===== config.mk =====
export PLATFORM = sky130hd
export DESIGN_NAME = mem_writeback
export DESIGN_NICKNAME = d
export VERILOG_FILES = /design/src/rtl/mem_writeback.sv
export SDC_FILE = /design/constraint.sdc
export NUM_CORES = 1
export LEC_CHECK = 0
export ABC_AREA = 1
export CAP_MARGIN = 20
export CORE_MARGIN = 2
export CORE_UTILIZATION = 34
export DETAILED_ROUTE_END_ITERATION = 16
export MAX_ROUTING_LAYER = met4
export PLACE_DENSITY = 0.66
export SLEW_MARGIN = 20
export SYNTH_ARGS = -nofsm -noshare
export SYNTH_HDL_FRONTEND = slang
export SYNTH_SLANG_ARGS = --single-unit

===== constraint.sdc =====
create_clock -name clk -period 3.6 [get_ports clk]
set_clock_uncertainty 0.05 [all_clocks]
set_input_delay 0.36 -clock clk [delete_from_list [all_inputs] [get_ports clk]]
set_output_delay 0.36 -clock clk [all_outputs]
set_load 0.005 [all_outputs]

===== src/rtl/mem_writeback.sv =====
// Memory/writeback stage: ALU ops retire next cycle; loads/stores hold a registered request until mem_ack or a 256-cycle timeout.
// Latency: ALU 1 cycle, memory op 1 cycle after ack; in_ready is low for the whole MEM phase, so the op source stalls.
module mem_writeback (
    input  logic        clk,
    input  logic        rst,
    input  logic        in_valid,
    output logic        in_ready,
    input  logic [31:0] alu_result,
    input  logic [31:0] store_data,
    input  logic [4:0]  rd_in,
    input  logic        reg_write_in,
    input  logic        mem_read,
    input  logic        mem_write,
    input  logic [2:0]  funct3,
    output logic        mem_req,
    output logic        mem_we,
    output logic [31:0] mem_addr,
    output logic [31:0] mem_wdata,
    output logic [3:0]  mem_wstrb,
    input  logic        mem_ack,
    input  logic [31:0] mem_rdata,
    output logic        write_reg,
    output logic [4:0]  rd,
    output logic [31:0] write_back_data,
    output logic        err
);
    typedef enum logic {IDLE, MEM} state_t;

    state_t      state;
    logic [7:0]  wait_cnt;
    logic [2:0]  op_f3;
    logic [1:0]  op_lane;
    logic        op_load;
    logic        op_wr;
    logic [4:0]  op_rd;

    logic        is_mem;
    logic        f3_ok;
    logic        misaligned;
    logic        bad;
    logic [1:0]  lane;
    logic [31:0] st_wdata;
    logic [3:0]  st_wstrb;
    logic [31:0] rsh;
    logic [15:0] half_v;
    logic [31:0] ld_data;

    assign in_ready = (state == IDLE);
    assign lane     = alu_result[1:0];

    always_comb begin
        is_mem = mem_read | mem_write;
        f3_ok  = 1'b0;
        case (funct3)
            3'b000, 3'b001, 3'b010: f3_ok = 1'b1;
            3'b100, 3'b101:         f3_ok = ~mem_write;  // unsigned sizes exist only for loads
            default:                f3_ok = 1'b0;
        endcase
        misaligned = ((funct3[1:0] == 2'b01) & alu_result[0]) |
                     ((funct3[1:0] == 2'b10) & (lane != 2'b00));
        bad = (mem_read & mem_write) | ~f3_ok | misaligned;

        st_wdata = store_data;
        st_wstrb = 4'b1111;
        case (funct3[1:0])
            2'b00: begin
                st_wdata = {4{store_data[7:0]}};
                st_wstrb = 4'b0001 << lane;
            end
            2'b01: begin
                st_wdata = {2{store_data[15:0]}};
                st_wstrb = alu_result[1] ? 4'b1100 : 4'b0011;
            end
            default: begin
                st_wdata = store_data;
                st_wstrb = 4'b1111;
            end
        endcase

        rsh    = mem_rdata >> {op_lane, 3'b000};
        half_v = op_lane[1] ? mem_rdata[31:16] : mem_rdata[15:0];
        case (op_f3)
            3'b000:  ld_data = {{24{rsh[7]}}, rsh[7:0]};
            3'b100:  ld_data = {24'd0, rsh[7:0]};
            3'b001:  ld_data = {{16{half_v[15]}}, half_v};
            3'b101:  ld_data = {16'd0, half_v};
            default: ld_data = mem_rdata;
        endcase
    end

    always_ff @(posedge clk) begin
        if (rst) begin
            state           <= IDLE;
            wait_cnt        <= 8'd0;
            mem_req         <= 1'b0;
            mem_we          <= 1'b0;
            mem_addr        <= 32'd0;
            mem_wdata       <= 32'd0;
            mem_wstrb       <= 4'd0;
            write_reg       <= 1'b0;
            rd              <= 5'd0;
            write_back_data <= 32'd0;
            err             <= 1'b0;
            op_f3           <= 3'd0;
            op_lane         <= 2'd0;
            op_load         <= 1'b0;
            op_wr           <= 1'b0;
            op_rd           <= 5'd0;
        end else begin
            write_reg <= 1'b0;
            err       <= 1'b0;
            case (state)
                IDLE: begin
                    if (in_valid) begin
                        if (!is_mem) begin
                            write_reg       <= reg_write_in && (rd_in != 5'd0);
                            rd              <= rd_in;
                            write_back_data <= alu_result;
                        end else if (bad) begin
                            err <= 1'b1;
                        end else begin
                            state     <= MEM;
                            wait_cnt  <= 8'd0;
                            mem_req   <= 1'b1;
                            mem_we    <= mem_write;
                            mem_addr  <= {alu_result[31:2], 2'b00};
                            mem_wdata <= mem_write ? st_wdata : 32'd0;
                            mem_wstrb <= mem_write ? st_wstrb : 4'd0;
                            op_f3     <= funct3;
                            op_lane   <= lane;
                            op_load   <= mem_read;
                            op_wr     <= reg_write_in && (rd_in != 5'd0);
                            op_rd     <= rd_in;
                        end
                    end
                end
                MEM: begin
                    if (mem_ack) begin
                        state   <= IDLE;
                        mem_req <= 1'b0;
                        if (op_load) begin
                            write_reg       <= op_wr;
                            rd              <= op_rd;
                            write_back_data <= ld_data;
                        end
                    end else if (wait_cnt == 8'hFF) begin
                        state   <= IDLE;
                        mem_req <= 1'b0;
                        err     <= 1'b1;
                    end else begin
                        wait_cnt <= wait_cnt + 8'd1;
                    end
                end
                default: state <= IDLE;
            endcase
        end
    end
endmodule


# Word level (Yosys, flattened, before mapping)
# Cells that the tools add are included.
[word_totals]
latch_bits = 0
word_cells = 108
memories = 0
rom_bits = 0
ram_bits = 0
reg_bits = 128
[classes]
shifts = 2
n_bitwise = 11
n_eq_ne = 19
n_addsub = 1
reduce_logical = 12
n_mul = 0
n_lt_le_gt_ge = 0
n_div = 0
muxes = 47
[op_table]
columns = ["cell", "n"]
rows = [
  ["$mux W32", 5],
  ["$pmux W32 S2", 2],
  ["$pmux W32 S4", 1],
  ["$mux W8", 5],
  ["$shr A32 B5 Y8", 1],
  ["$mux W5", 4],
  ["$mux W1", 19],
  ["$mux W16", 1],
  ["$pmux W8 S2", 1],
  ["$eq A3 B3 Y1 const B", 4],
  ["$ne A2 B2 Y1 const B", 6],
  ["$reduce_and A4 Y1", 3],
  ["$pmux W1 S2", 5],
  ["$pmux W5 S2", 1],
  ["$add A8 B1 Y8 const B", 1],
  ["$eq A8 B8 Y1 const B", 1],
  ["$mux W4", 2],
  ["$pmux W4 S2", 1],
  ["$eq A3 B1 Y1 const B", 2],
  ["$logic_not A3 Y1", 2],
  ["$reduce_and A5 Y1", 1],
  ["$reduce_bool A5 Y1", 1],
  ["$ne A2 B1 Y1 const B", 2],
  ["$not A1 Y1", 4],
  ["other kinds (12)", 17],
]

# Depth between registers and ports, before layout
# Gate-level depths: netlist of run 1.
[logic_depth]
ltp_word = 10
ltp_mapped = 10
ltp_nobuf = 9

# Worst setup path after synthesis of run 1
# OpenSTA, ideal clock, no wires.
[synth_path]
kind = "input to register"
from = "input port funct3[0]"
to = "register mem_addr[26]"
path_buffers = 3
t_required_ps = 3418
cell_stages = 9
arrival_time_ps = 1353
setup_time_ps = 132
path_slack_ps = 2065
path_cell_list = "buf_6 > nor2_8 > nor2_2 > nor2_4 > nand3_4 > buf_4 > buf_4 > nand2_1 > a21oi_1"
[synth_between]
elab_chain_len = 8
[synth_rtl]
columns = ["item", "line_no", "rtl"]
rows = [
  ["start: declaration", "14", "input logic [2:0] funct3,"],
  ["$eq A3 B1 Y1, or another cell as far along", "54", "case (funct3)"],
  ["$reduce_or A3 Y1 or $reduce_or A2 Y1 (tied branches)", "54", ""],
  ["$pmux W1 S2", "54", ""],
  ["$not A1 Y1", "61", "bad = (mem_read & mem_write) | ~f3_ok | misaligned;"],
  ["$or A1 B1 Y1", "61", ""],
  ["$or A1 B1 Y1 *", "61", ""],
  ["$not A1 Y1 (no line) *", "-", ""],
  ["$reduce_and A4 Y1 (no line) *", "-", ""],
  ["end signal: assignment", "126", "mem_addr <= {alu_result[31:2], 2'b00};"],
  ["end: declaration", "17", "output logic [31:0] mem_addr,"],
]
# Mark *: on every way between the ends. The rest lies on a longest branch, timed or not.
# A chain may end at the register's enable or synchronous reset.

# Final worst setup path of run 1
[layout_path]
from = "register state"
to = "register write_back_data[2]"
[layout_between]
elab_chain_len = 3
[layout_rtl]
columns = ["item", "line_no", "rtl"]
rows = [
  ["start: declaration", "29", "state_t state;"],
  ["start signal: assignment", "93", "state <= IDLE;"],
  ["start signal: assignment", "122", "state <= MEM;"],
  ["start signal: assignment", "139", "state <= IDLE;"],
  ["$not A1 Y1", "-", ""],
  ["$ne A2 B2 Y1 (no line)", "-", ""],
  ["$reduce_and A4 Y1 (no line)", "-", ""],
  ["end signal: assignment", "118", "write_back_data <= alu_result;"],
  ["end signal: assignment", "144", "write_back_data <= ld_data;"],
  ["end: declaration", "24", "output logic [31:0] write_back_data,"],
]
# Parallel ways exist; a longest one is shown, timed or not.

==> results of run 1 <==
-- power groups by stage --
stage	Sequential, mW	Clock (mW)	Combinational, mW
after floorplan	1.52	0	0.256
after global placement	1.52	0	0.549
after detailed placement	1.52	0	0.551
after CTS	1.49	1.60	0.554
after global routing	1.50	1.67	0.606
final	1.49	1.58	0.553
-- layout make-up --
| cell class | instances | share of cell area |
|---|---|---|
| Tap cell | 229 | 0.03220 |
| Inverter | 40 | 0.01687 |
| Clock buffer | 19 | 0.05090 |
| Multi-Input combinational cell | 664 | 0.3472 |
| Clock inverter | 13 | 0.01012 |
| Sequential cell | 128 | 0.2880 |
| Timing Repair Buffer | 230 | 0.2548 |
-- cell families (layout without fill, tap and decap cells) --
logic type / count (synthesis) / after routing / share of synthesized area
and+or+nand+nor: 417 / 417 / 0.2925
xor gates and xnor gates: 3 / 3 / 0.004299
adders and majority gates: 1 / 1 / 0.002046
DFF: 128 / 128 / 0.4192
other: 1 / 2 / 0.0006134
AOI/OAI and AO/OA: 241 / 241 / 0.2038
buffers and inverters: 104 / 302 / 0.07757
-- placed cells by master, fill, tap and decap left out, types with 2 or more instances in the layout --
cell             synthesis  final
clkinv_4                 0      3
o211ai_1                 2      2
clkdlybuf4s50_1          0    217
inv_1                   38     38
nor3_1                   9      9
or2_2                   16     16
o21a_1                   6      6
o22ai_1                  2      2
xor2_1                   3      3
clkinvlp_4               0      4
nand2_2                  1      2
clkinv_2                 0      5
clkbuf_16                0     17
nor2_1                  67     67
o21bai_1                 2      2
buf_4                   15     12
nor2_8                   2      2
conb_1                   1      2
a21oi_1                159    159
o21ai_0                 63     63
dfxtp_1                128    128
inv_2                    2      2
nand4_1                  2      2
nand3_1                 79     79
a31oi_1                  5      5
nand2_1                236    235
clkbuf_8                 0      2
-- metal layers --
metal	track usage	vias up	wire length (um)
met5	-	-	0
met4	0.06284	0	264
met3	0.06443	21	1886
met2	0.3343	254	9630
met1	0.2957	3073	9445
li1	-	3328	-
-- worst reg2reg max path, cell delays in order (launching register included) --
cell     delay (ns)
dfxtp_1        0.44
inv_1          0.64
nand3_1        0.26
nand2_2        0.38
inv_1          0.35
a21oi_1        0.25
o21a_1         0.14
nor2_1         0.03
-- stage by stage --
stage                     cells    util  power (mW)
after CTS                  1323  0.5005       3.645
final                      1323  0.5005       3.626
after global placement     1291  0.4700       2.072
after detailed placement   1291  0.4700       2.074
after floorplan             896       -       1.778
after global routing       1323  0.5005       3.772
-- worst max path at each step --
stage | start | end | slack [ns]
after floorplan | funct3[0] | mem_addr[26] | 2.06
after global placement | funct3[0] | mem_wdata[9] | 0.78
after detailed placement | funct3[0] | mem_wdata[13] | 0.73
after CTS | state | write_back_data[2] | 0.94
after global routing | state | write_back_data[2] | 0.71
final | state | write_back_data[2] | 0.95
==> impl_metrics.yaml, run 1 <==
floorplan:
  rows: 49
  design.core.area_um2: 17780
  die_y_um: 138.1
  die-area_um2: 19070
  io_pins: 221
  die_x_um: 138.1
  start_util: 0.3438
critical_path:
  path_buf_inv: 2
  arrival_ns: 2.92
  timing.rr.end: "write_back_data[2]"
  end_kind: "flip-flop"
  cp_slowest_cell: "inv_1"
  rrSetupSlack_ns: 0.95
  cpPeakStageDelay_ns: 0.64
  r2r_cells: 7
  worstPathCellList: "inv_1 -> nand3_1 -> nand2_2 -> inv_1 -> a21oi_1 -> o21a_1 -> nor2_1"
  cp_num_cells: 7
  cp_top_family: "buffers and inverters"
  startpoint_type: "flip-flop"
  cp.required_ns: 3.87
  crit_top_cell: "inv_1"
  crit_fanout: 22
  worstSetupPathType: "reg -> reg"
  timing.rr.start: "state"
global_routing:
  grt_usage: 0.2235
  first_global_vias: 6023
  antenna_found_initial: 0
  grt_overflow_total: 0
  grt_start_max_net_pins: 85
  grt_pass1_wl_mm: 33.29
power:
  leakage_nw: 3.384
  swShare: 0.2706
  internal-power_mw: 2.645
  p_switching_mw: 0.9814
  seq_power_share: 0.412
  p_clk_frac: 0.436
  p_comb_frac: 0.153
  ir_worst_vdd_mv: 0.3437
  p_per_area_nw_per_um2: 407.5
clocking:
  clock-sinks: 128
  clock_latency_ns: 0.43
  cts_setup_buffers: 0
  cts_resized: 0
  cts_tree: "built"
  clkTransAtPathRegs_ns: 0.06
  ctsHoldBuffers: 0
  cts_root_buf: "clkbuf_16"
  cts_max_level: 4
  cts_buffers: 17
  cts_buffer_depth: 2
final_layout:
  diodes: 0
  syn_to_final_growth_pct: 45.56
  drive_above_1_share: 0.06490
  final_nets: 1193
  fillers: 1815
  regArea_um2: 2562
  stdcell_area_um2: 8899
  multi_input_area_um2: 3089
  largestRegisters: "mem_wdata x32, write_back_data x32, mem_addr x30"
routing:
  totalWireLength_mm: 21.23
  detail_route.wl_per_cell_um: 16.04
  ant_nets: 0
  route.detailed.drc: 0
  num_vias: 6676
  drt-pass1-iter-count: 5
  vias_per_cell: 5.046
  drtIter0Drc: 527
run_status:
  outcome: "completed"
yosys:
  synth_top_area_cell: "dfxtp_1"
  synth.top_cell.area_share: 0.4192
  yosys_most_used_dff: "dfxtp_1"
  netlist_instances: 895
  ys_top_cells_by_area: "dfxtp_1 (42%), nand2_1 (14%), a21oi_1 (13%), nand3_1 (6.5%), o21ai_0 (5.2%)"
  synth_seq_area_share: 0.4192
  synth_common_cells: "nand2_1 (236), a21oi_1 (159), dfxtp_1 (128), nand3_1 (79), nor2_1 (67)"
  synth.distinct_cells: 33
  netlist_area_um2: 6113
  ys_ff_latch: 128
  yosysWarnings: 0
  post-synth-top-count-cell: "nand2_1"
  postSynthAreaPerCell_um2: 6.831
  ys_async_sr_fraction: 0
  synth_edf_count: 0
min_path:
  min_path_cells: 2
  hold_class: "reg -> reg"
  min_to: "op_wr"
  min-delay-start: "op_wr"
sta:
  grt_setup_unrepaired: "no"
  fmax_ghz: 0.3777
  tightest_slew_ns: 0.9378
  slew_headroom: 0.3748
  period_needed_ns: 2.648
  timing.hold.ws_ns: 0.4022
  hold_violations: 0
  finalSetupViolCount: 0
  maxSlewViolCount: 0
  finalCritPeriodShare: 0.7355
  worst_slack_ns: 0.9522
  setup_tns_ns: 0
placement:
  place_area_um2: 8356
  dp_hpwl_mm: 14.96
  place_ws_ns: 0.7315
  io_buffers: 218
  place_congestion: 0.8825
run:
  maxCapViolations: 0
Power figures use the tool's default switching activity.
==> run 2: changes to the inputs <==
==> constraint.sdc (replaced) <==
create_clock -name clk -period 2.55 [get_ports clk]
set_clock_uncertainty 0.05 [all_clocks]
set_input_delay 0.255 -clock clk [delete_from_list [all_inputs] [get_ports clk]]
set_output_delay 0.255 -clock clk [all_outputs]
set_load 0.005 [all_outputs]
==> impl_metrics.yaml, run 2 (same netlist as run 1, synthesis figures left out) <==
routing:
  drt-pass1-iter-count: 7
  wl_met3_mm: 1.894
  met1_length_mm: 9.579
  detail_route.wl_per_cell_um: 15.92
  num_vias: 6731
  vias_per_cell: 5.053
  totalWireLength_mm: 21.20
  met2WireLength_mm: 9.513
  ant_nets: 0
  top_layer: "met4"
  drtIter0Drc: 489
  route.detailed.drc: 0
placement:
  io_buffers: 218
  place_ws_ns: 0.1667
  dp_hpwl_mm: 15.25
  place_congestion: 0.9418
  place_area_um2: 8461
floorplan:
  die-area_um2: 19070
  design.core.area_um2: 17780
  start_util: 0.3438
  io_pins: 221
  die_x_um: 138.1
  rows: 49
  die_y_um: 138.1
sta:
  hold_violations: 0
  maxSlewViolCount: 0
  setup_tns_ns: 0
  finalSetupViolCount: 0
  tightest_slew_ns: 0.9462
  grt_setup_unrepaired: "no"
  finalCritPeriodShare: 0.8465
  fmax_ghz: 0.4633
  period_needed_ns: 2.159
  slew_headroom: 0.3692
  worst_slack_ns: 0.3913
power:
  p_total_mw: 5.490
  p_clk_frac: 0.470
  internal-power_mw: 4.128
  leakage_nw: 3.489
  ir_worst_vdd_mv: 0.4972
  seq_power_share: 0.384
  swShare: 0.2481
  p_switching_mw: 1.362
  p_comb_frac: 0.146
  p_per_area_nw_per_um2: 604.0
global_routing:
  grt_usage: 0.2235
  grt_start_max_net_pins: 85
  first_global_vias: 6226
  antenna_found_initial: 0
  grt_overflow_total: 0
  grt_pass1_wl_mm: 33.40
critical_path:
  cpPeakStageDelay_ns: 0.58
  end_kind: "output port"
  cp_slowest_cell: "dfxtp_1"
  arrival_ns: 1.85
  worstSetupPathType: "reg -> out"
  cp.required_ns: 2.25
  worstPathCellList: "inv_1 -> buf_4 -> clkdlybuf4s50_1"
  cp_top_family: "buffers and inverters"
  crit_fanout: 11
  startpoint_type: "flip-flop"
  path_buf_inv: 3
clocking:
  ctsHoldBuffers: 0
  clkTransAtPathRegs_ns: 0.06
  clock_latency_ns: 0.41
  cts_buffers: 17
  cts_tree: "built"
  cts_resized: 0
  cts_max_level: 4
  cts_root_buf: "clkbuf_16"
  cts_buffer_depth: 2
  clock-sinks: 128
  cts_setup_buffers: 0
final_layout:
  final_common_cell: "nand2_1"
  stdcell_area_um2: 9090
  syn_to_final_growth_pct: 48.69
  drive_above_1_share: 0.07162
  largestRegisters: "mem_wdata x32, write_back_data x32, mem_addr x30"
  layout_common_cells: "nand2_1 (235), clkdlybuf4s50_1 (217), a21oi_1 (159), dfxtp_1 (128), nand3_1 (79)"
  final_nets: 1202
  post-route-util: 0.5113
  diodes: 0
min_path:
  hold_class: "in -> reg"
run:
  maxCapViolations: 0
run_status:
  outcome: "completed"
[run 2: cell types whose count changed in the layout (fill, tap and decap cells not counted), sizes merged]
cell / change
clkinv: -1
clkinvlp: -3
buf: +9
bufinv: +4
[run 2: worst min-delay path, stage by stage]
cell and delay (ns):
buf_2 0.09, inv_1 0.10, nand2_1 0.09, a21oi_1 0.04
[run 2: power groups by stage]
| stage | clock network [mW] | registers, mW | logic (mW) |
|---|---|---|---|
| 2_1_floorplan | 0 | 2.15 | 0.361 |
| 3_3_place_gp | 0 | 2.15 | 0.797 |
| 3_5_place_dp | 0 | 2.15 | 0.797 |
| 4_1_cts | 2.62 | 2.11 | 0.802 |
| 5_1_grt | 2.71 | 2.12 | 0.874 |
| 6_report | 2.58 | 2.11 | 0.801 |
[run 2: path summary, 6_finish.rpt]
kind         depth (start not counted)  start  slack (ns)           to
max reg2reg                          6  state        0.63  wait_cnt[6]
max                                  3  state        0.39     in_ready
min reg2reg                          2  op_wr        0.41        op_wr
min                                  4    rst        0.15        op_wr
[run 2: layout make-up]
class | count | area (um2)
clock buffer | 19 | 442.9
clock inverter | 13 | 186.4
fill | 1760 | 8690
inverter | 40 | 150.1
multi-input combinational | 664 | 3089
sequential | 128 | 2562
tap | 229 | 286.5
timing repair buffer | 239 | 2372
[run 2: stage by stage]
stage          hold WS (ns)  std cells
2_1_floorplan        0.3479        896
3_3_place_gp         0.3880       1300
3_5_place_dp         0.3977       1300
4_1_cts              0.1333       1332
5_1_grt              0.1633       1332
6_report             0.1490       1332
[run 2: metal layers]
| metal | vias up | GRT usage |
|---|---|---|
| li1 | 3355 | - |
| met1 | 3073 | 0.2929 |
| met2 | 288 | 0.3400 |
| met3 | 15 | 0.06616 |
| met4 | 0 | 0.05532 |
| met5 | - | - |
